==> src/rtl/fetch_stage.sv <==
// fetch_stage: instruction fetch directly upstream of decode.
// Issues word-aligned requests to instruction memory, buffers returned words
// with their PCs in a small in-order FIFO and hands them to decode over a
// valid/ready handshake. A redirect flushes the FIFO and silently drops every
// response still in flight.
// Optional build macro FETCH_PERF_EN adds the stall_cycles counter output.
module fetch_stage #(
  parameter int             N        = 32,
  parameter int             DEPTH    = 2,
  parameter logic [N-1:0]   RESET_PC = '0
) (
  input  logic          clk,
  input  logic          rst_n,
  output logic          imem_req_valid,
  input  logic          imem_req_ready,
  output logic [N-1:0]  imem_req_addr,
  input  logic          imem_rsp_valid,
  input  logic [31:0]   imem_rsp_data,
  input  logic          redirect_valid,
  input  logic [N-1:0]  redirect_pc,
  output logic [31:0]   opcode,
  output logic [N-1:0]  opcode_pc,
  output logic          opcode_valid,
  input  logic          opcode_ready
`ifdef FETCH_PERF_EN
  ,
  output logic [31:0]   stall_cycles
`endif
);

  localparam int PW = (DEPTH > 1) ? $clog2(DEPTH) : 1;  // FIFO pointer width
  localparam int CW = $clog2(DEPTH + 1);                 // counts 0..DEPTH

  typedef enum logic {RUN, DRAIN} state_t;

  state_t         state_q, state_d;
  logic [N-1:0]   pc_q;          // next address to request
  logic [N-1:0]   rsp_pc_q;      // address of the next response that will be kept
  logic [CW-1:0]  out_q;         // requests accepted but not yet answered
  logic [CW-1:0]  discard_q;     // in-flight responses still to be dropped
  logic [CW-1:0]  count_q;       // FIFO occupancy
  logic [PW-1:0]  wr_ptr_q;
  logic [PW-1:0]  rd_ptr_q;
  logic [31:0]    mem_data [DEPTH];
  logic [N-1:0]   mem_pc   [DEPTH];

  logic           req_fire;
  logic           push;
  logic           pop;
  logic           credit_ok;
  logic [CW-1:0]  out_nxt;
  logic [N-1:0]   redirect_target;
  logic           unused_redirect_bits;

  // The low two bits of a redirect target are ignored: fetch is word aligned.
  assign redirect_target      = {redirect_pc[N-1:2], 2'b00};
  assign unused_redirect_bits = ^redirect_pc[1:0];

  assign req_fire  = imem_req_valid && imem_req_ready;
  assign pop       = opcode_valid && opcode_ready;
  // A response is kept only when nothing is left to discard and no redirect
  // is squashing it in this very cycle.
  assign push      = imem_rsp_valid && !redirect_valid && (discard_q == '0);
  // Outstanding plus buffered may never exceed DEPTH, so a push never finds
  // the FIFO full.
  assign credit_ok = (int'(out_q) + int'(count_q)) < DEPTH;
  assign out_nxt   = out_q + CW'(req_fire) - CW'(imem_rsp_valid);

  // State register for the RUN/DRAIN controller.
  always_ff @(posedge clk or negedge rst_n) begin
    // NOTE: sequential state uses non-blocking assignments so every register
    // samples the pre-edge values of the others, independent of block order.
    if (!rst_n) state_q <= RUN;
    else        state_q <= state_d;
  end

  // Next-state logic: enter DRAIN when a redirect leaves stale words in flight,
  // leave it the cycle after the discard count has reached zero.
  always_comb begin
    // NOTE: every combinationally assigned signal gets a default first, so no
    // path through the block can leave it unassigned and infer a latch.
    state_d = state_q;
    unique case (state_q)
      RUN: begin
        if (redirect_valid && (out_nxt != '0)) state_d = DRAIN;
      end
      DRAIN: begin
        if (!redirect_valid && (discard_q == '0)) state_d = RUN;
      end
      default: state_d = RUN;
    endcase
  end

  // Output logic: request while running, credit remains and no redirect.
  always_comb begin
    imem_req_valid = 1'b0;
    if (rst_n && (state_q == RUN) && credit_ok && !redirect_valid)
      imem_req_valid = 1'b1;
  end

  assign imem_req_addr = pc_q;

  // Fetch PC, response PC and the outstanding/discard bookkeeping.
  always_ff @(posedge clk or negedge rst_n) begin
    if (!rst_n) begin
      pc_q      <= RESET_PC;
      rsp_pc_q  <= RESET_PC;
      out_q     <= '0;
      discard_q <= '0;
    end else begin
      out_q <= out_nxt;
      if (redirect_valid) begin
        pc_q      <= redirect_target;
        rsp_pc_q  <= redirect_target;
        // Everything still outstanding after this cycle belongs to the old
        // path; a response arriving right now is dropped without counting.
        discard_q <= out_nxt;
      end else begin
        if (req_fire) pc_q <= pc_q + N'(4);
        if (push)     rsp_pc_q <= rsp_pc_q + N'(4);
        if (imem_rsp_valid && (discard_q != '0)) discard_q <= discard_q - CW'(1);
      end
    end
  end

  // FIFO pointers and occupancy; a redirect empties the FIFO on the next edge.
  always_ff @(posedge clk or negedge rst_n) begin
    if (!rst_n) begin
      wr_ptr_q <= '0;
      rd_ptr_q <= '0;
      count_q  <= '0;
    end else if (redirect_valid) begin
      wr_ptr_q <= '0;
      rd_ptr_q <= '0;
      count_q  <= '0;
    end else begin
      if (push) wr_ptr_q <= wr_ptr_q + PW'(1);
      if (pop)  rd_ptr_q <= rd_ptr_q + PW'(1);
      count_q <= count_q + CW'(push) - CW'(pop);
    end
  end

  // FIFO storage: instruction word and its address.
  always_ff @(posedge clk) begin
    // NOTE: the storage array has no reset; occupancy is reset instead and
    // the outputs are gated by it, so stale contents are never visible.
    if (push) begin
      mem_data[wr_ptr_q] <= imem_rsp_data;
      mem_pc[wr_ptr_q]   <= rsp_pc_q;
    end
  end

  // Decode-side outputs come straight from registered FIFO state.
  always_comb begin
    opcode_valid = (count_q != '0);
    opcode       = '0;
    opcode_pc    = '0;
    if (opcode_valid) begin
      opcode    = mem_data[rd_ptr_q];
      opcode_pc = mem_pc[rd_ptr_q];
    end
  end

`ifdef FETCH_PERF_EN
  // Count cycles where decode is ready but has nothing to take, saturating.
  always_ff @(posedge clk or negedge rst_n) begin
    if (!rst_n)
      stall_cycles <= '0;
    else if (opcode_ready && !opcode_valid && (state_q == RUN) && (stall_cycles != '1))
      stall_cycles <= stall_cycles + 32'd1;
  end
`endif

endmodule

==> config.mk <==
export PLATFORM = sky130hd
export DESIGN_NAME = fetch_stage
export DESIGN_NICKNAME = d
export VERILOG_FILES = /design/src/rtl/fetch_stage.sv
export SDC_FILE = /design/constraint.sdc
export NUM_CORES = 1
export LEC_CHECK = 0
export CAP_MARGIN = 20
export CORE_MARGIN = 5
export CORE_UTILIZATION = 45
export DETAILED_ROUTE_END_ITERATION = 8
export PLACE_DENSITY = 0.71
export SLEW_MARGIN = 20
export SYNTH_ARGS = -nofsm -noshare
export SYNTH_HDL_FRONTEND = slang
export SYNTH_SLANG_ARGS = --single-unit
==> constraint.sdc <==
create_clock -name clk -period 3.9 [get_ports clk]
set_clock_uncertainty 0.15 [all_clocks]
set_input_delay 0.585 -clock clk [delete_from_list [all_inputs] [get_ports clk]]
set_output_delay 0.585 -clock clk [all_outputs]
set_load 0.02 [all_outputs]
======== Word level (Yosys, flattened, before mapping) ========
Memory sizes are Yosys's and may differ from the RTL's.
Cells that the tools add are included.
word-level totals
  register bits ........................... 73
  logic and storage cells ................. 60
  output and inout bits ................... 98
  memories ................................ 2
  bits of input ports ..................... 70
  RAM bits ................................ 128
operators by class
  bitwise gates (word level) .............. 1
  mux-type cells .......................... 19
  reductions and logical operators ........ 19
  add/subtract/negate cells ............... 10
  order comparisons ....................... 1
memories
  memory    words  bits a word  rd ports  clocked after Yosys merged registers in  write ports  line  source
  mem_data  2      32           1         0                                        1            44    logic [31:0] mem_data [DEPTH];
  mem_pc    2      32           1         0                                        1            45    logic [N-1:0] mem_pc [DEPTH];
operators by type and width
  cell                                                                          count
  32-bit 2-to-1 mux                                                             6
  32-bit by 3-bit adder with 32-bit output, second input constant               2
  2-bit nonzero test                                                            7
  1-bit logical AND                                                             10
  1-bit 2-to-1 mux                                                              9
  2-bit 2-to-1 mux                                                              3
  2-bit by 1-bit adder with 2-bit output                                        2
  2-bit by 1-bit subtractor with 2-bit output                                   2
  2-bit by 2-bit adder with 3-bit output                                        1
  3-bit by 2-bit less-than comparator with 1-bit output, second input constant  1
  1-bit adder, second input constant                                            2
  2-bit zero test                                                               1
  1-bit one-hot mux with 2 select lines                                         1
  2-bit by 1-bit subtractor with 2-bit output, second input constant            1
  1-bit zero test                                                               1
  1-bit NOT                                                                     1

======== Depth between registers and ports, before layout ========
  word-level depth ........................ 12
  mapped depth ............................ 13
  gate-level depth less buffers ........... 11

======== Worst setup path before layout ========
OpenSTA, ideal clock, no wires.
  kind .................................... input port to flip-flop
  from .................................... input redirect_valid
  to ...................................... memory mem_data[0][0], enable pin
  slack ................................... -0.552 ns
  arrival ................................. 3.820 ns
  setup time .............................. 0.482 ns
  stages on the path ...................... 5
  required time ........................... 3.268 ns
  path buffers ............................ 2
  cells stage by stage .................... buf_6 inv_1 clkbuf_1 nand3_1 nor2_1
between the ends
  longest elaborated chain between the ends .. 5
ends and longest elaborated chain
  element                                 line  source
  start: declaration                      19    input logic redirect_valid,
  1-bit zero test                         63    assign push = imem_rsp_valid && !redirect_valid && (discard_q == '0);
  1-bit logical AND (2 in series)         63
  1-bit 2-to-1 mux                        147   if (push) begin
  1-bit 2-to-1 mux (not written as such)  148   mem_data[wr_ptr_q] <= imem_rsp_data;
  end: declaration                        44
No other way between the ends.

======== Worst setup path in the final report ========
  from .................................... register count_q[0]
  to ...................................... output imem_req_valid
between the ends
  longest elaborated chain between the ends .. 5
ends and longest elaborated chain
  element                                                line  source
  start: declaration                                     41    logic [CW-1:0] count_q;
  start signal: assignment                               139   count_q <= count_q + CW'(push) - CW'(pop);
  2-bit by 2-bit adder with 3-bit output                 66    assign credit_ok = (int'(out_q) + int'(count_q)) < DEPTH;
  3-bit by 2-bit less-than comparator with 1-bit output  66
  1-bit logical AND (2 in series)                        97    if (rst_n && (state_q == RUN) && credit_ok && !redirect_valid)
  1-bit 2-to-1 mux                                       97
  end: declaration                                       14    output logic imem_req_valid,
No other way between the ends.

==> metrics.txt <==
# TYPE chip_impl_metric gauge
chip_impl_info{name="outcome",value="completed"} 1
chip_impl_metric{name="worst_slew_margin_rel",unit=""} 0.567
chip_impl_info{name="r2r-end",value="state_q$_DFF_PN0_"} 1
chip_impl_metric{name="grt_start_max_net_pins",unit=""} 64
chip_impl_info{name="clock_tree_from_tritoncts",value="done"} 1
chip_impl_metric{name="report.final.hold_viol_count",unit=""} 0
chip_impl_metric{name="worst-endpoint-arrival",unit="ps"} 2600
chip_impl_metric{name="synthesis.area",unit="um^2"} 8630
chip_impl_metric{name="num_rows",unit=""} 50
chip_impl_metric{name="post_drt_via_cell_ratio",unit=""} 5.29
chip_impl_metric{name="synth_seq_cells",unit=""} 193
chip_impl_info{name="setup.worst_path.class",value="flop to primary output"} 1
chip_impl_metric{name="post-route-worst-setup-slack",unit="ps"} 563
chip_impl_metric{name="drv_cap",unit=""} 0
chip_impl_info{name="commonest_cells_after_routing_fill_and_taps_aside",value="sky130_fd_sc_hd__clkdlybuf4s50_1, sky130_fd_sc_hd__edfxtp_1, sky130_fd_sc_hd__nor2_1"} 1
chip_impl_metric{name="cts.sinks",unit=""} 193
chip_impl_metric{name="finalWeightedCongestion",unit=""} 0.847
chip_impl_metric{name="max_clk_rate",unit="GHz"} 0.300
chip_impl_metric{name="worst_r2r_path_depth",unit=""} 11
chip_impl_metric{name="leakage",unit="nW"} 3.94
chip_impl_metric{name="number_of_nets_in_the_layout",unit=""} 926
chip_impl_metric{name="critPathMaxFanout",unit=""} 4
chip_impl_metric{name="critPathRequiredTime",unit="ps"} 3160
chip_impl_metric{name="share_of_synthesized_area_occupied_by_flip_flops_and_latches",unit=""} 0.631
chip_impl_info{name="worstHoldStart",value="rsp_pc_q[31]$_DFFE_PN0N_"} 1
chip_impl_metric{name="area.growth.synth_to_final",unit="%"} 29.0
chip_impl_metric{name="finalPower",unit="mW"} 6.17
chip_impl_metric{name="dieArea",unit="um^2"} 22100
chip_impl_metric{name="synth-edff-count",unit=""} 124
chip_impl_info{name="cts_root_buf",value="sky130_fd_sc_hd__clkbuf_16"} 1
chip_impl_metric{name="post-place-cells",unit=""} 1088
chip_impl_info{name="endpoint",value="imem_req_valid"} 1
chip_impl_metric{name="remaining_drc_errors",unit=""} 0
chip_impl_metric{name="diodes",unit=""} 0
chip_impl_metric{name="vias",unit=""} 5925
chip_impl_metric{name="detail-route-antenna-nets",unit=""} 0
chip_impl_metric{name="part_of_the_total_power_dissipated_in_the_clock_network",unit=""} 0.286
chip_impl_info{name="layout.cells.most_common",value="sky130_fd_sc_hd__clkdlybuf4s50_1"} 1
chip_impl_metric{name="hpwlAfterDp",unit="um"} 13700
chip_impl_metric{name="dr.first_iter.drc_count",unit=""} 344
chip_impl_metric{name="synthesis.instances",unit=""} 688
chip_impl_metric{name="seqPwrFrac",unit=""} 0.425
chip_impl_metric{name="setup_violations",unit=""} 0
chip_impl_metric{name="drive_gt1_frac",unit=""} 0.0755
chip_impl_metric{name="place_ws",unit="ps"} 818
chip_impl_info{name="worst_hold_path_type",value="flop to flop"} 1
chip_impl_metric{name="power.net_switching",unit="mW"} 1.93
chip_impl_metric{name="first_pass_iters",unit=""} 5
chip_impl_metric{name="clk_path_buf_depth",unit=""} 2
chip_impl_metric{name="min_period_over_period",unit=""} 0.856
chip_impl_metric{name="grt_antenna_before_repair",unit=""} 0
chip_impl_info{name="postSynth.topFlopCell",value="sky130_fd_sc_hd__edfxtp_1"} 1
chip_impl_info{name="worst_setup_path_startpoint",value="count_q[0]$_DFF_PN0_"} 1
chip_impl_metric{name="clock_latency",unit="ps"} 420
chip_impl_metric{name="power.density_cell_area",unit="nW/um^2"} 554
chip_impl_metric{name="routed_wl",unit="um"} 19600
chip_impl_metric{name="timing.reg2reg.setup_slack",unit="ps"} 900
chip_impl_metric{name="asyncSetResetFlopFracSynth",unit=""} 0.358
chip_impl_metric{name="pins_over_their_slew_limit",unit=""} 0
chip_impl_metric{name="combPwrFrac",unit=""} 0.289
chip_impl_metric{name="first_global_vias",unit=""} 6140
chip_impl_metric{name="hold_path_depth",unit=""} 0
chip_impl_metric{name="p_int",unit="mW"} 4.24
chip_impl_info{name="crit_path_end_kind",value="primary output"} 1
chip_impl_metric{name="port_buffers",unit=""} 161
chip_impl_info{name="critical_path.startpoint_type",value="flop"} 1
chip_impl_metric{name="path_clk_slew",unit="ps"} 70
chip_impl_metric{name="die_height",unit="um"} 149
chip_impl_metric{name="initial_utilization",unit=""} 0.459
chip_impl_metric{name="avgRoutedWirePerCell",unit="um"} 17.5
chip_impl_info{name="rr_startpoint",value="count_q[0]$_DFF_PN0_"} 1
chip_impl_info{name="grt_setup_unrepaired",value="false"} 1
chip_impl_metric{name="grt_use_total",unit=""} 0.180
chip_impl_metric{name="core_region_area",unit="um^2"} 18800
chip_impl_metric{name="dieWidth",unit="um"} 149
chip_impl_metric{name="yosysWarningCount",unit=""} 0
chip_impl_metric{name="post_synth_num_cell_types",unit=""} 51
chip_impl_metric{name="cts-htree-levels",unit=""} 4
chip_impl_metric{name="number_of_post_cts_setup_repair_buffers",unit=""} 0
chip_impl_metric{name="grt_pass1_wl",unit="um"} 31400
chip_impl_metric{name="timing.setup.tns",unit="ps"} 0
chip_impl_metric{name="utilization",unit=""} 0.592
chip_impl_metric{name="syn-mean-instance-area",unit="um^2"} 12.6
chip_impl_metric{name="final_period_minus_worst_setup_slack",unit="ps"} 3340
chip_impl_metric{name="num_io_pins",unit=""} 168
chip_impl_metric{name="global_route.overflow_total",unit=""} 0
chip_impl_metric{name="switching_share",unit=""} 0.313
chip_impl_metric{name="stdcell_count",unit=""} 1121
chip_impl_metric{name="worst_slew_pin_tran",unit="ps"} 650
chip_impl_metric{name="cts-buffers-inserted",unit=""} 17
chip_impl_metric{name="worst_ir_drop_vdd",unit="mV"} 0.329
-- worst max-delay path: stages, from the launching register on --
cell	delay (ps)
sky130_fd_sc_hd__dfrtp_1	440
sky130_fd_sc_hd__and2_1	170
sky130_fd_sc_hd__fa_1	490
sky130_fd_sc_hd__nor4_4	300
sky130_fd_sc_hd__and2_1	180
sky130_fd_sc_hd__clkdlybuf4s50_1	600
-- synth_stat cells, types with 2 or more instances --
master,n,area (um^2)
sky130_fd_sc_hd__buf_2,5,25.0
sky130_fd_sc_hd__nand4_4,2,42.5
sky130_fd_sc_hd__o311ai_1,3,26.3
sky130_fd_sc_hd__nor2_1,90,338
sky130_fd_sc_hd__a21boi_0,4,30.0
sky130_fd_sc_hd__nor3b_1,2,15.0
sky130_fd_sc_hd__or4_1,2,15.0
sky130_fd_sc_hd__buf_4,7,52.6
sky130_fd_sc_hd__nand4_1,17,106
sky130_fd_sc_hd__nand2_1,50,188
sky130_fd_sc_hd__or3_1,3,18.8
sky130_fd_sc_hd__xnor2_1,23,201
sky130_fd_sc_hd__a21oi_1,17,85.1
sky130_fd_sc_hd__a31oi_1,2,12.5
sky130_fd_sc_hd__a41oi_1,5,43.8
sky130_fd_sc_hd__inv_1,17,63.8
sky130_fd_sc_hd__mux2i_1,64,641
sky130_fd_sc_hd__edfxtp_1,124,3720
sky130_fd_sc_hd__ha_1,7,87.6
sky130_fd_sc_hd__xor2_1,21,184
sky130_fd_sc_hd__buf_1,7,26.3
sky130_fd_sc_hd__o21ai_0,25,125
sky130_fd_sc_hd__nand2b_1,5,31.3
sky130_fd_sc_hd__clkbuf_1,14,52.6
sky130_fd_sc_hd__nor3_1,9,45.0
sky130_fd_sc_hd__o31a_1,2,17.5
sky130_fd_sc_hd__nor4_1,7,43.8
sky130_fd_sc_hd__nand4b_1,2,17.5
sky130_fd_sc_hd__o211ai_1,7,52.6
sky130_fd_sc_hd__mux2_2,11,124
sky130_fd_sc_hd__and4_4,2,22.5
sky130_fd_sc_hd__and3_1,7,43.8
sky130_fd_sc_hd__dfrtp_1,69,1730
sky130_fd_sc_hd__and2_1,11,68.8
sky130_fd_sc_hd__o311ai_0,3,26.3
sky130_fd_sc_hd__nand3_1,20,100
sky130_fd_sc_hd__and4_1,8,70.1
-- worst min-delay path by stage --
stage	end	slack (ps)
2_1_floorplan	count_q[0]$_DFF_PN0_	140
4_1_cts	mem_pc[0][31]$_DFFE_PP_	360
6_report	mem_pc[1][31]$_DFFE_PP_	370
3_3_place_gp	mem_pc[0][31]$_DFFE_PP_	330
5_1_grt	mem_pc[0][31]$_DFFE_PP_	400
3_5_place_dp	mem_pc[1][31]$_DFFE_PP_	340
-- area by class of cell --
cell class                 instances  area [um^2]
clock buffer                      17          425
clock inverter                    15          180
fill                            1488         7690
inverter                          18         67.6
multi-input combinational        446         2980
sequential                       193         5450
tap                              260          325
timing repair buffer             172         1700
-- flip-flops by register name, indices dropped and copies added, names as in the netlist --
name / flops
rsp_pc_q: 30
mem_pc: 60
mem_data: 64
rd_ptr_q: 1
discard_q: 2
out_q: 2
count_q: 2
wr_ptr_q: 1
imem_req_addr: 30
state_q: 1
-- metal layers --
metal	GRT usage	wire length, um	part of all wire	up-vias
met5	0	0	0	-
met2	0.286	8890	0.45	232
met4	0.0614	310	0.016	0
met1	0.245	8920	0.46	2850
met3	0.0408	1460	0.074	25
li1	-	-	-	2818
-- metrics by stage --
step,hold WS (ps),cell area (um^2)
6_report,371,11100
5_1_grt,395,11100
4_1_cts,362,11100
3_5_place_dp,344,10500
3_3_place_gp,330,10500
2_1_floorplan,139,8650
-- timing repair --
action	CTS	global route
hold buffers	1	0
endpoints found under the hold margin	18	0
endpoints found under the setup margin	0	0
resized for setup	0	0
-- logic make-up after synthesis --
kind of cell,after synthesis,share of synthesized area
DFF,193,0.631
other,1,0.000434
AOI/OAI and AO/OA,72,0.0525
adders and majority gates,8,0.0125
muxes,75,0.0885
buffers and inverters,52,0.0272
and+or+nand+nor,243,0.143
xor gates and xnor gates,44,0.0446
-- power groups by stage --
stage	sequential (mW)	combinational [mW]	clock [mW]
final	2.62	1.78	1.76
after global routing	2.65	1.93	1.89
after floorplan	2.62	1.04	0
after detailed placement	2.66	1.80	0
after CTS	2.62	1.81	1.80
after global placement	2.65	1.76	0
(Power assumes the default switching activity.)
